<file path="config.mk">
export PLATFORM = sky130hd
export DESIGN_NAME = conv_route_scheduler
export DESIGN_NICKNAME = d
export VERILOG_FILES = /design/src/rtl/conv_route_scheduler.sv
export SDC_FILE = /design/constraint.sdc
export NUM_CORES = 1
export LEC_CHECK = 0
export CAP_MARGIN = 5
export CORE_AREA = 8 8 89 99
export DETAILED_ROUTE_END_ITERATION = 8
export DIE_AREA = 0 0 97 107
export PLACE_DENSITY = 0.71
export SYNTH_ARGS = -nofsm -noshare
export SYNTH_HDL_FRONTEND = slang
export SYNTH_SLANG_ARGS = --single-unit
</file>
<file path="constraint.sdc">
create_clock -name clk -period 17.66 [get_ports clk]
set_input_delay 3.532 -clock clk [delete_from_list [all_inputs] [get_ports clk]]
set_output_delay 3.532 -clock clk [all_outputs]
set_load 0.01 [all_outputs]
</file>
<file path="src/rtl/conv_route_scheduler.sv">
// conv_route_scheduler
//   Walks one convolution layer channel by channel. For each channel it sets
//   the router's start address in the shared input buffer, launches the router,
//   and waits for it to finish. It also owns the single buffer read port: the
//   router always wins, and a host/debug reader is served only while no job
//   is running.
//
// Ports
//   clk, rst              clock, asynchronous active-high reset
//   start                 job request, only sampled while idle
//   baseAddr              buffer address of channel 0
//   inputWidth            square input edge
//   numChannels           number of channels in the job
//   busy / done / error   job status (done is a one-cycle pulse)
//   channel               index of the channel being routed
//   routeEn               one-cycle launch pulse to the router
//   routeStartAddr        router start address
//   routeInputWidth       latched input width for the router
//   routeFinished         router finished flag (sticky)
//   routeReadEn/Addr      router buffer read request
//   hostReq/hostAddr      host read request
//   hostGnt               host read granted this cycle
//   bufReadEn/Addr        buffer read port
module conv_route_scheduler #(
    parameter int Depth       = 32,
    parameter int DataWidth   = 8,
    parameter int KernelSize  = 3,
    parameter int MaxChannels = 4,
    parameter int AddrWidth   = $clog2(Depth),
    parameter int ChWidth     = $clog2(MaxChannels + 1)
) (
    input  logic                 clk,
    input  logic                 rst,
    input  logic                 start,
    input  logic [AddrWidth-1:0] baseAddr,
    input  logic [AddrWidth-1:0] inputWidth,
    input  logic [ChWidth-1:0]   numChannels,
    output logic                 busy,
    output logic                 done,
    output logic                 error,
    output logic [ChWidth-1:0]   channel,
    output logic                 routeEn,
    output logic [AddrWidth-1:0] routeStartAddr,
    output logic [AddrWidth-1:0] routeInputWidth,
    input  logic                 routeFinished,
    input  logic                 routeReadEn,
    input  logic [AddrWidth-1:0] routeReadAddr,
    input  logic                 hostReq,
    input  logic [AddrWidth-1:0] hostAddr,
    output logic                 hostGnt,
    output logic                 bufReadEn,
    output logic [AddrWidth-1:0] bufReadAddr
);

    // Wide enough that base + channels * width^2 cannot wrap.
    localparam int FootWidth = 2 * AddrWidth + ChWidth;

    // Catch nonsensical parameter sets while the design is being built.
    if (DataWidth < 1 || KernelSize < 1 || MaxChannels < 1) begin : g_param_check
        $error("conv_route_scheduler: DataWidth, KernelSize and MaxChannels must be positive");
    end

    typedef enum logic [2:0] {
        IDLE,
        CHECK,
        LAUNCH,
        ARM,
        RUN,
        NEXT,
        DONE
    } state_t;

    state_t                 state_q, state_d;
    logic [AddrWidth-1:0]   base_q;
    logic [ChWidth-1:0]     nch_q;
    logic [AddrWidth-1:0]   stride_q;
    logic [3:0]             wd_cnt_q;

    logic [2*AddrWidth-1:0] area;
    logic [FootWidth-1:0]   footprint;
    logic                   cfg_bad;
    logic                   last_channel;
    logic                   wd_expired;

    assign area      = {{AddrWidth{1'b0}}, routeInputWidth} * {{AddrWidth{1'b0}}, routeInputWidth};
    assign footprint = FootWidth'(base_q) + FootWidth'(nch_q) * FootWidth'(area);

    assign cfg_bad = (nch_q == '0)
                  || (nch_q > ChWidth'(MaxChannels))
                  || (routeInputWidth < AddrWidth'(KernelSize))
                  || (footprint > FootWidth'(Depth));

    assign last_channel = (channel == nch_q - ChWidth'(1));

    // Eighth consecutive ARM cycle with the finished flag still up: the
    // router never re-initialized, so give up on the job.
    assign wd_expired = routeFinished && (wd_cnt_q == 4'd7);

    // NOTE: state registers use non-blocking assignments so every flop samples
    // the pre-edge values of the others, independent of statement order.
    always_ff @(posedge clk or posedge rst) begin
        if (rst) begin
            state_q <= IDLE;
        end else begin
            state_q <= state_d;
        end
    end

    // NOTE: every output of this block gets a default first; otherwise a path
    // that leaves one unassigned would infer a latch.
    always_comb begin
        state_d = state_q;
        busy    = 1'b0;
        done    = 1'b0;
        routeEn = 1'b0;
        unique case (state_q)
            IDLE:   if (start) state_d = CHECK;
            CHECK:  begin
                busy    = 1'b1;
                state_d = cfg_bad ? DONE : LAUNCH;
            end
            LAUNCH: begin
                busy    = 1'b1;
                routeEn = 1'b1;
                state_d = ARM;
            end
            ARM:    begin
                busy = 1'b1;
                if (!routeFinished)  state_d = RUN;
                else if (wd_expired) state_d = DONE;
            end
            RUN:    begin
                busy = 1'b1;
                if (routeFinished) state_d = NEXT;
            end
            NEXT:   begin
                busy    = 1'b1;
                state_d = last_channel ? DONE : LAUNCH;
            end
            DONE:   begin
                done    = 1'b1;
                state_d = IDLE;
            end
            default: state_d = IDLE;
        endcase
    end

    always_ff @(posedge clk or posedge rst) begin
        if (rst) begin
            base_q          <= '0;
            nch_q           <= '0;
            stride_q        <= '0;
            wd_cnt_q        <= '0;
            error           <= 1'b0;
            channel         <= '0;
            routeStartAddr  <= '0;
            routeInputWidth <= '0;
        end else begin
            unique case (state_q)
                IDLE: if (start) begin
                    base_q          <= baseAddr;
                    routeInputWidth <= inputWidth;
                    nch_q           <= numChannels;
                    error           <= 1'b0;
                end
                CHECK: begin
                    if (cfg_bad) begin
                        error <= 1'b1;
                    end else begin
                        channel        <= '0;
                        routeStartAddr <= base_q;
                        // A passing footprint check bounds width^2 by Depth.
                        stride_q       <= area[AddrWidth-1:0];
                    end
                end
                LAUNCH: wd_cnt_q <= '0;
                ARM: begin
                    wd_cnt_q <= wd_cnt_q + 4'd1;
                    if (wd_expired) error <= 1'b1;
                end
                NEXT: if (!last_channel) begin
                    channel        <= channel + ChWidth'(1);
                    routeStartAddr <= routeStartAddr + stride_q;
                end
                default: ;
            endcase
        end
    end

    // Router owns the read port whenever it asks; the host only gets idle
    // cycles outside of a job.
    assign hostGnt     = hostReq && !routeReadEn && !busy;
    assign bufReadEn   = routeReadEn || hostGnt;
    assign bufReadAddr = routeReadEn ? routeReadAddr : hostAddr;

endmodule
</file>
==> run metrics, run 1 <==
status finished clean; post-synthesis net count 483; vias in the first global route 3061; ant diodes 0; Worst Path Max Fanout 7; Die Ht 107 µm; post-synthesis compound-gate area fraction 17.94%; Fin. Hold Viols 0; DR vias 2979; post-synth cell types 65; hold buffer count at cts 0; Area Growth Syn to Fin 18.77%; Worst-path clk slew 0.07 ns; unrepaired setup endpoints after global routing false; post-route cell area 4149 µm²; Post-synth EDFFs 0; final wirelength 8078 µm; setup_tns 0 ns; IO Count 53; clk_skew 0.007492 ns; post-cts sizing count 0; Buffers on Ports 52; total global-route track usage 15.76%; final antenna-violating net count 0; maximum root-to-sink buffer count 2; nets 529; starting DRC count in detailed routing 128; Final Max Slew Viols 0; largest family of logic cells by synthesized area adder cells; Syn Std Cell Area 3493 µm²; synthesis-stage register bit count 33; core box area 7226 µm²; Residual DRC 0; Final Wtd Congestion 0.8320; Top FF cell, synth dfrtp_1; Placement Setup Slack 9.116 ns; share of post-route cells with drive strength above 1 6.966%; Slew HR 47.39%; fin crit share 48.35%; post-synthesis xor/xnor area fraction 3.510%; final setup fails 0; Starting Density 48.35%; Required @ worst endpoint 14.13 ns; crit path time final 8.539 ns; Async S/R FF share, synth 100.0%; Ys Warns 0; Setup crit end kind output port; CTS tree yes; Fmax achieved around 120 MHz; Synth Area in Adders 22.85%; setup ws final between 9 and 10 ns; worst-margin pin slew roughly 0.8 ns; mux cell area share after synthesis 5.659%; final std cells w/o fill 532; Placed Instance Area just over 4000 µm²; Syn Inst Count between 300 and 400; final HPWL from detailed placement 6466 µm; first-pass GRT wire length around 14000 µm; die width roughly 97 µm; Seq/Total Area, Yosys 23.64%; CP Class in2out; Post-CTS Setup Inserts 0; row count 33; Die Footprint just over 10000 µm²; wire per inst roughly 15 µm; largest net degree at the start of global routing 34; startpoint types input pin; DR pass1 iterations 4; max cap viols 0; Clock Latency Late Sink 0.28 ns; Avg Cell Area, Syn 8.777 µm²; post-DR vias/cell 5.600; Root Driver clkbuf_8; Congestion Overflow GR 0; CTS sink cnt 33; cts bufs inserted 5; initial antenna violation count 0; Hold Path Class reg2reg; Synth Area in Simple Gates 20.06%; H-tree Lvls 2; CP arrival 5.01 ns; dpl cells about 520
## per-layer routing
layer | vias to the layer above | share of wire, % | wire length, µm | global-route usage (%)
met5 | - | 0 | 0 | 0
met4 | 0 | 0.45 | 36 | 1.870
met3 | 7 | 5.4 | 435 | 3.794
met2 | 73 | 49 | 3989 | 27.88
met1 | 1412 | 45 | 3616 | 19.39
li1 | 1487 | - | - | -
## worst paths after layout
path | start | to | slack (ns) | cells past startpoint
worst max-delay path | routeReadEn | bufReadAddr[3] | 9.12 | 3
worst min-delay path | wd_cnt_q[3] | wd_cnt_q[3] | 0.50 | 1
worst max register to register | routeInputWidth[0] | stride_q[2] | 10.63 | 23
worst min register to register | wd_cnt_q[3] | wd_cnt_q[3] | 0.50 | 1
max in group asynchronous | rst | nch_q[1] | 13.72 | 3
min in group asynchronous | rst | routeInputWidth[2] | 3.63 | 3
## through the flow
step / util [%] / hold slack, ns
finish: 57.42 / 0.4994
global route: 57.42 / 0.5218
CTS: 57.42 / 0.4901
detailed placement: 56.23 / 0.4816
global placement: 56.23 / 0.4715
floorplan: - / 0.4480
## placed cells by master, fill, tap and decap left out, types with 3 or more instances in the layout
| cell | netlist | final |
|---|---|---|
| a21o_1 | 8 | 8 |
| a21oi_1 | 21 | 21 |
| a221oi_1 | 4 | 4 |
| and2_1 | 25 | 25 |
| and3_1 | 6 | 6 |
| and4_1 | 3 | 3 |
| clkbuf_8 | 0 | 5 |
| clkdlybuf4s50_1 | 0 | 52 |
| dfrtp_1 | 33 | 33 |
| fa_1 | 13 | 13 |
| ha_1 | 43 | 43 |
| inv_1 | 41 | 41 |
| mux2_2 | 12 | 12 |
| mux2i_1 | 4 | 4 |
| nand2_1 | 37 | 37 |
| nand2b_1 | 7 | 7 |
| nand3_1 | 10 | 10 |
| nand3b_1 | 3 | 3 |
| nor2_1 | 20 | 20 |
| nor2b_1 | 7 | 7 |
| o21a_1 | 4 | 4 |
| o21ai_0 | 22 | 22 |
| xnor2_1 | 7 | 7 |
| xor2_1 | 7 | 7 |
## cells in the mapped netlist, drive strengths merged (2+ instances only)
library cell  instances  area [µm²]
xor2                  7       61.31
nand3b                3       22.52
nor4                  3       31.28
nor2b                 7       43.79
inv                  41       153.9
o32a                  2       20.02
nand2                37       138.9
o31ai                 2       15.01
o21a                  4       30.03
a221oi                5       50.04
xnor2                 7       61.31
and4                  3       26.28
o21ai                24       123.9
a21o                  8       60.06
a311oi                2       17.52
nand2b                7       43.79
clkbuf                8       30.03
nand3                10       50.05
and2                 25       156.4
buf                   6       37.53
nand4                 2       12.51
mux2                 14       157.7
o221ai                2       17.52
mux2i                 4       40.04
fa                   13       260.3
a31oi                 2       12.51
o2111ai               2       23.77
a21oi                22       113.9
dfrtp                33       825.8
nor2                 20       75.07
and3                  6       37.54
ha                   43       538.0
nor3                  3       20.02
## sequential cells by signal (all words and copies together), names as in the netlist
signal / flops
error: 1
stride_q: 4
wd_cnt_q: 4
channel: 3
routeStartAddr: 5
base_q: 5
routeInputWidth: 5
nch_q: 3
state_q: 3
## critical path: stages
cell and delay, ns:
clkdlybuf4s50_1 0.61, mux2_2 0.38, clkdlybuf4s50_1 0.49
## cell families after synthesis
logic type / after synthesis
muxes: 18
adders and majority gates: 56
DFF: 33
and+or+nand+nor: 131
AOI/OAI and AO/OA: 91
xor gates and xnor gates: 14
buffers and inverters: 55
## layout make-up
class                           instances  area, µm²
Sequential cell                        33      825.8
Fill cell                             645       3077
Clock buffer                            5      68.82
Timing Repair Buffer                   53      528.0
Inverter                               41      153.9
Clock inverter                          3      17.52
Tap cell                               87      108.9
Multi-Input combinational cell        310       2446
Power of run 1 is left out: the tool's default activity adds up to more than one toggle a clock period on the data nets, which glitch-free logic cannot reach.
==> run 2: changes to the inputs <==
- clock period: 17.66 -> 8.6 ns (I/O delays scaled with it)
==> run 2 against run 1 <==
Clock skew up 0.0039 ns. Final cell count did not move. Count of clock-buffer cells in the layout stayed put. First-iteration DRC count grew 27%. Die area did not move. Design area rose by 1.1%. Global-route usage is 0.37 points higher. Critical path depth rose by 20. Non-clock buffer count stayed put. Sequential share of layout area is 0.23 points lower. Core utilization up 0.66 points.
==> run metrics, run 2 (synthesis gave the netlist of run 1 again) <==
post-DR vias/cell 5.686 (+1.5%); initial antenna violation count 0 (unchanged); ant diodes 0 (unchanged); Placed Instance Area 4063 µm² (unchanged); final wirelength 8243 µm (+2.0%); Die Footprint 10380 µm² (unchanged); vias in the first global route 3109 (+1.6%); final HPWL from detailed placement 6655 µm (+2.9%); CTS tree yes; maximum root-to-sink buffer count 2 (unchanged); final std cells w/o fill 532 (unchanged); Worst Path Max Fanout 14 (+7); Fin. Hold Viols 0 (unchanged); die width 97 µm (unchanged); Final Wtd Congestion 0.8803 (+5.8%); Slew HR 47.43% (about the same); Die Ht 107 µm (unchanged); final antenna-violating net count 0 (unchanged); Starting Density 48.35% (unchanged); Required @ worst endpoint 8.78 ns (-5.35 ns); nets 529 (unchanged); starting DRC count in detailed routing 163 (+27%); total global-route track usage 16.13% (+0.37 points); setup_tns 0 ns (unchanged); Congestion Overflow GR 0 (unchanged); crit path time final a little under 7 ns; H-tree Lvls 2 (unchanged); CP arrival 7.01 ns (+2.00 ns); worst-margin pin slew 0.7886 ns (-0.0006520 ns); Clock Latency Late Sink 0.29 ns (about the same); DR vias 3025 (+1.5%); DR pass1 iterations 4 (unchanged); final hold slack 0.5163 ns (+0.01696 ns); Root Driver clkbuf_8; delay-heaviest family, CP adder cells; final setup fails 0 (unchanged); clk_skew 0.01136 ns (+0.003866 ns); Hold Path Class reg2reg; crit-path cells and2_1 > inv_1 > fa_1 > inv_1 > fa_1 > fa_1 > ha_1 > a21oi_1 > o21ai_0 > a21o_1 > a21oi_1 > xor2_1 > and2_1 > fa_1 > ha_1 > ha_1 > a21oi_1 > o221ai_1 > nor4b_1 > and4_1 > o2111ai_2 > nor3_2 > mux2_2; Fmax achieved ~150 MHz; most used cell, CP fa_1; crit-path max cell delay 0.56 ns (-0.05 ns); Area Growth Syn to Fin 20.13%; row count 33 (unchanged); unrepaired setup endpoints after global routing false; post-cts sizing count 0 (unchanged); largest net degree at the start of global routing 32 (-5.9%); Worst-path clk slew 0.07 ns (about the same); first-pass GRT wire length 14530 µm (+1.5%); startpoint types flip-flop; Final Max Slew Viols 0 (unchanged); WP buf/inv 2 (unchanged); Buffers on Ports 52 (unchanged); dpl cells 524 (unchanged); slowest stage cell, crit path dfrtp_1; most frequent cells in the layout 52 x clkdlybuf4s50_1, 43 x ha_1, 41 x inv_1; CP Class reg2reg; Residual DRC 0 (unchanged); hold buffer count at cts 0 (unchanged); most common cell after layout, fill and taps aside clkdlybuf4s50_1; share of post-route cells with drive strength above 1 6.966% (unchanged); fin crit share between 70% and 80%; wire per inst 15.49 µm (+2.0%); top flop regs base_q x5, routeInputWidth x5, routeStartAddr x5; max cap viols 0 (unchanged); Setup crit end kind flip-flop; Post-CTS Setup Inserts 0 (unchanged); post-route cell area 4197 µm² (+1.1%); CTS sink cnt 33 (unchanged); status finished clean; IO Count 53 (unchanged); cts bufs inserted 5 (unchanged); core box area 7226 µm² (unchanged)
==> run 2: routing by layer <==
metal / GRT usage [%] / up-vias / routed length [µm]
met5: 0 / - / 0
met4: 2.530 / 0 / 51
met3: 3.666 / 9 / 417
met2: 29.19 / 88 / 4146
met1: 19.24 / 1436 / 3628
li1: - / 1492 / -
==> run 2: cell type report <==
cell class                 count  area, µm²
fill                         633       3029
multi-input combinational    310       2446
sequential                    33      825.8
timing repair buffer          53      528.0
inverter                      41      153.9
tap                           87      108.9
clock buffer                   5      68.82
clock inverter                 3      65.06
==> run 2: through the flow <==
step | utilization (%) | setup WS (ns)
detailed placement | 56.23 | 1.767
CTS | 58.08 | 1.750
global route | 58.08 | 1.185
finish | 58.08 | 1.770
floorplan | - | 2.262
global placement | 56.23 | 2.005
==> run 2: final timing paths <==
check / depth (start not counted) / to / from / slack (ns)
setup / recovery: 23 / stride_q[2] / routeInputWidth[0] / 1.77
hold / removal: 1 / wd_cnt_q[3] / wd_cnt_q[3] / 0.52
setup reg to reg: 23 / stride_q[2] / routeInputWidth[0] / 1.77
hold reg to reg: 1 / wd_cnt_q[3] / wd_cnt_q[3] / 0.52
max in group asynchronous: 3 / nch_q[0] / rst / 6.41
min in group asynchronous: 2 / routeInputWidth[1] / rst / 1.60
Power of run 2 is left out for the same reason.
==> run 3: changes to the inputs <==
- PLACE_DENSITY: 0.71 -> 0.74
- clock period: 8.6 -> 5.6 ns (I/O delays scaled with it)
==> run 3 against run 2 <==
The run now ends with setup timing left. Critical path depth is 2 higher. Non-clock buffer count up 42. Final cell count grew 7.9%. First-iteration DRC count shrank 21%. Routed wire length is 10% higher. Register-to-register slack worse by 2.3 ns. Critical path type unchanged. Global-route usage grew 0.99 points. Highest routed layer unchanged. Sequential cell count unchanged.
==> run metrics, run 3 (synthesis gave the netlist of run 1 again) <==
CP Class reg2reg; nets 571 (+7.9%); Metal-1 WL 3766 µm (+3.8%); Residual DRC 0 (unchanged); starting DRC count in detailed routing 128 (-21%); Clock Latency Late Sink 0.29 ns (about the same); largest net degree at the start of global routing 34 (+6.3%); met3 routed WL 454 µm (+8.9%); vias in the first global route 3366 (+8.3%); crit path time final 6.103 ns (-0.7267 ns); most common cell after layout, fill and taps aside clkdlybuf4s50_1; setup_tns -5.338 ns (-5.338 ns); final HPWL from detailed placement 7083 µm (+6.4%); max cap viols 0 (unchanged); row count 33 (unchanged); Worst Path Max Fanout 5 (-9); Starting Density 48.35% (unchanged); Setup crit end kind flip-flop; maximum root-to-sink buffer count 2 (unchanged); startpoint types flip-flop; crit-path max cell delay 0.54 ns (-0.02 ns); failing checks setup timing; Root Driver clkbuf_8; Worst-path clk slew 0.07 ns (about the same); Die Ht 107 µm (unchanged); Die Footprint 10380 µm² (unchanged); final antenna-violating net count 0 (unchanged); Fmax achieved 163.8 MHz (+12%); IO Count 53 (unchanged); top flop regs base_q x5, routeInputWidth x5, routeStartAddr x5; share of post-route cells with drive strength above 1 22.79% (+16 points); dpl cells 554 (+5.7%); Final Max Slew Viols 0 (unchanged); clk_skew 0.006185 ns (-0.005173 ns); cts bufs inserted 5 (unchanged); H-tree Lvls 2 (unchanged); final wirelength 9068 µm (+10%); unrepaired setup endpoints after global routing true; Slew HR 47.73% (+0.30 points); Required @ worst endpoint 5.76 ns (-3.02 ns); most frequent cells in the layout 52 x clkdlybuf4s50_1, 42 x buf_4, 39 x inv_1; slowest stage cell, crit path fa_1; final std cells w/o fill 574 (+7.9%); uppermost layer routed met4; setup ws final -0.5032 ns (-2.273 ns); Buffers on Ports 52 (unchanged); CP arrival 6.26 ns (-0.75 ns); DR pass1 iterations 4 (unchanged); status finished, violations left; Area Growth Syn to Fin 36.68%; final setup fails 14 (+14); first-pass GRT wire length 15150 µm (+4.3%); initial antenna violation count 0 (unchanged); CTS tree yes; Fin. Hold Viols 0 (unchanged); DR WL met2 4703 µm (+13%); ant diodes 0 (unchanged); core box area 7226 µm² (unchanged); Congestion Overflow GR 0 (unchanged); wire per inst 15.80 µm (+2.0%); die width 97 µm (unchanged); DR vias 3250 (+7.4%); post-DR vias/cell 5.662 (-0.42%); Hold Path Class reg2reg; fin crit share 109.0% (+30 points); worst-margin pin slew 0.7841 ns (-0.004466 ns); total global-route track usage 17.12% (+0.99 points); CTS sink cnt 33 (unchanged); Final Wtd Congestion 0.9050 (+2.8%); hold buffer count at cts 0 (unchanged)
-- run 3: cell count changes in the layout (fill, tap and decap cells not counted), sizes merged --
cell,previous run,this run
buf,1,43
bufinv,2,0
clkinv,1,2
clkinvlp,0,1
-- run 3: worst paths after layout --
check	start	slack [ns]	end	cells after the start
max	routeInputWidth[4]	-0.50	routeStartAddr[2]	25
min	wd_cnt_q[2]	0.52	wd_cnt_q[2]	1
max reg2reg	routeInputWidth[4]	-0.50	routeStartAddr[2]	25
min reg2reg	wd_cnt_q[2]	0.52	wd_cnt_q[2]	1
max in group asynchronous	rst	4.07	routeStartAddr[2]	3
min in group asynchronous	rst	1.23	error	3
-- run 3: timing repair --
item / in CTS / in global routing
setup endpoints to repair: 14 / 14
pin swaps: 8 / 6
resized for setup: 22 / 12
buffers inserted: 6 / 6
endpoints found under the hold margin: 0 / 0
-- run 3: metal layers --
metal	track usage (%)	up-vias
met3	3.601	14
met4	7.041	0
met5	0	-
met1	18.83	1573
met2	31.32	91
li1	-	1572
-- run 3: cell type report --
class	instances	area, µm²
multi-input combinational	310	2753
fill	557	2451
timing repair buffer	95	847.1
sequential	33	825.8
inverter	41	153.9
tap	87	108.9
clock buffer	5	68.82
clock inverter	3	17.52
-- run 3: metrics by stage --
stage	setup slack (ns)	hold WS, ns	cell area, µm²	utilization [%]
finish	-0.5032	0.5234	4775	66.08
global route	-0.6913	0.5421	4775	66.08
CTS	-0.4027	0.5229	4659	64.48
detailed placement	-0.5251	0.5135	4397	60.85
global placement	-0.3167	0.4666	4397	60.85
floorplan	-0.2432	0.4480	3618	-
-- run 3: critical path: cells and delay by family (launching register included) --
kind / cells / cell delay (ns)
buffers and inverters: 4 / 0.45
xor gates and xnor gates: 1 / 0.17
and+or+nand+nor: 6 / 1.22
DFF: 1 / 0.36
adders and majority gates: 7 / 2.73
AOI/OAI and AO/OA: 7 / 1.04
Power of run 3 is left out for the same reason.
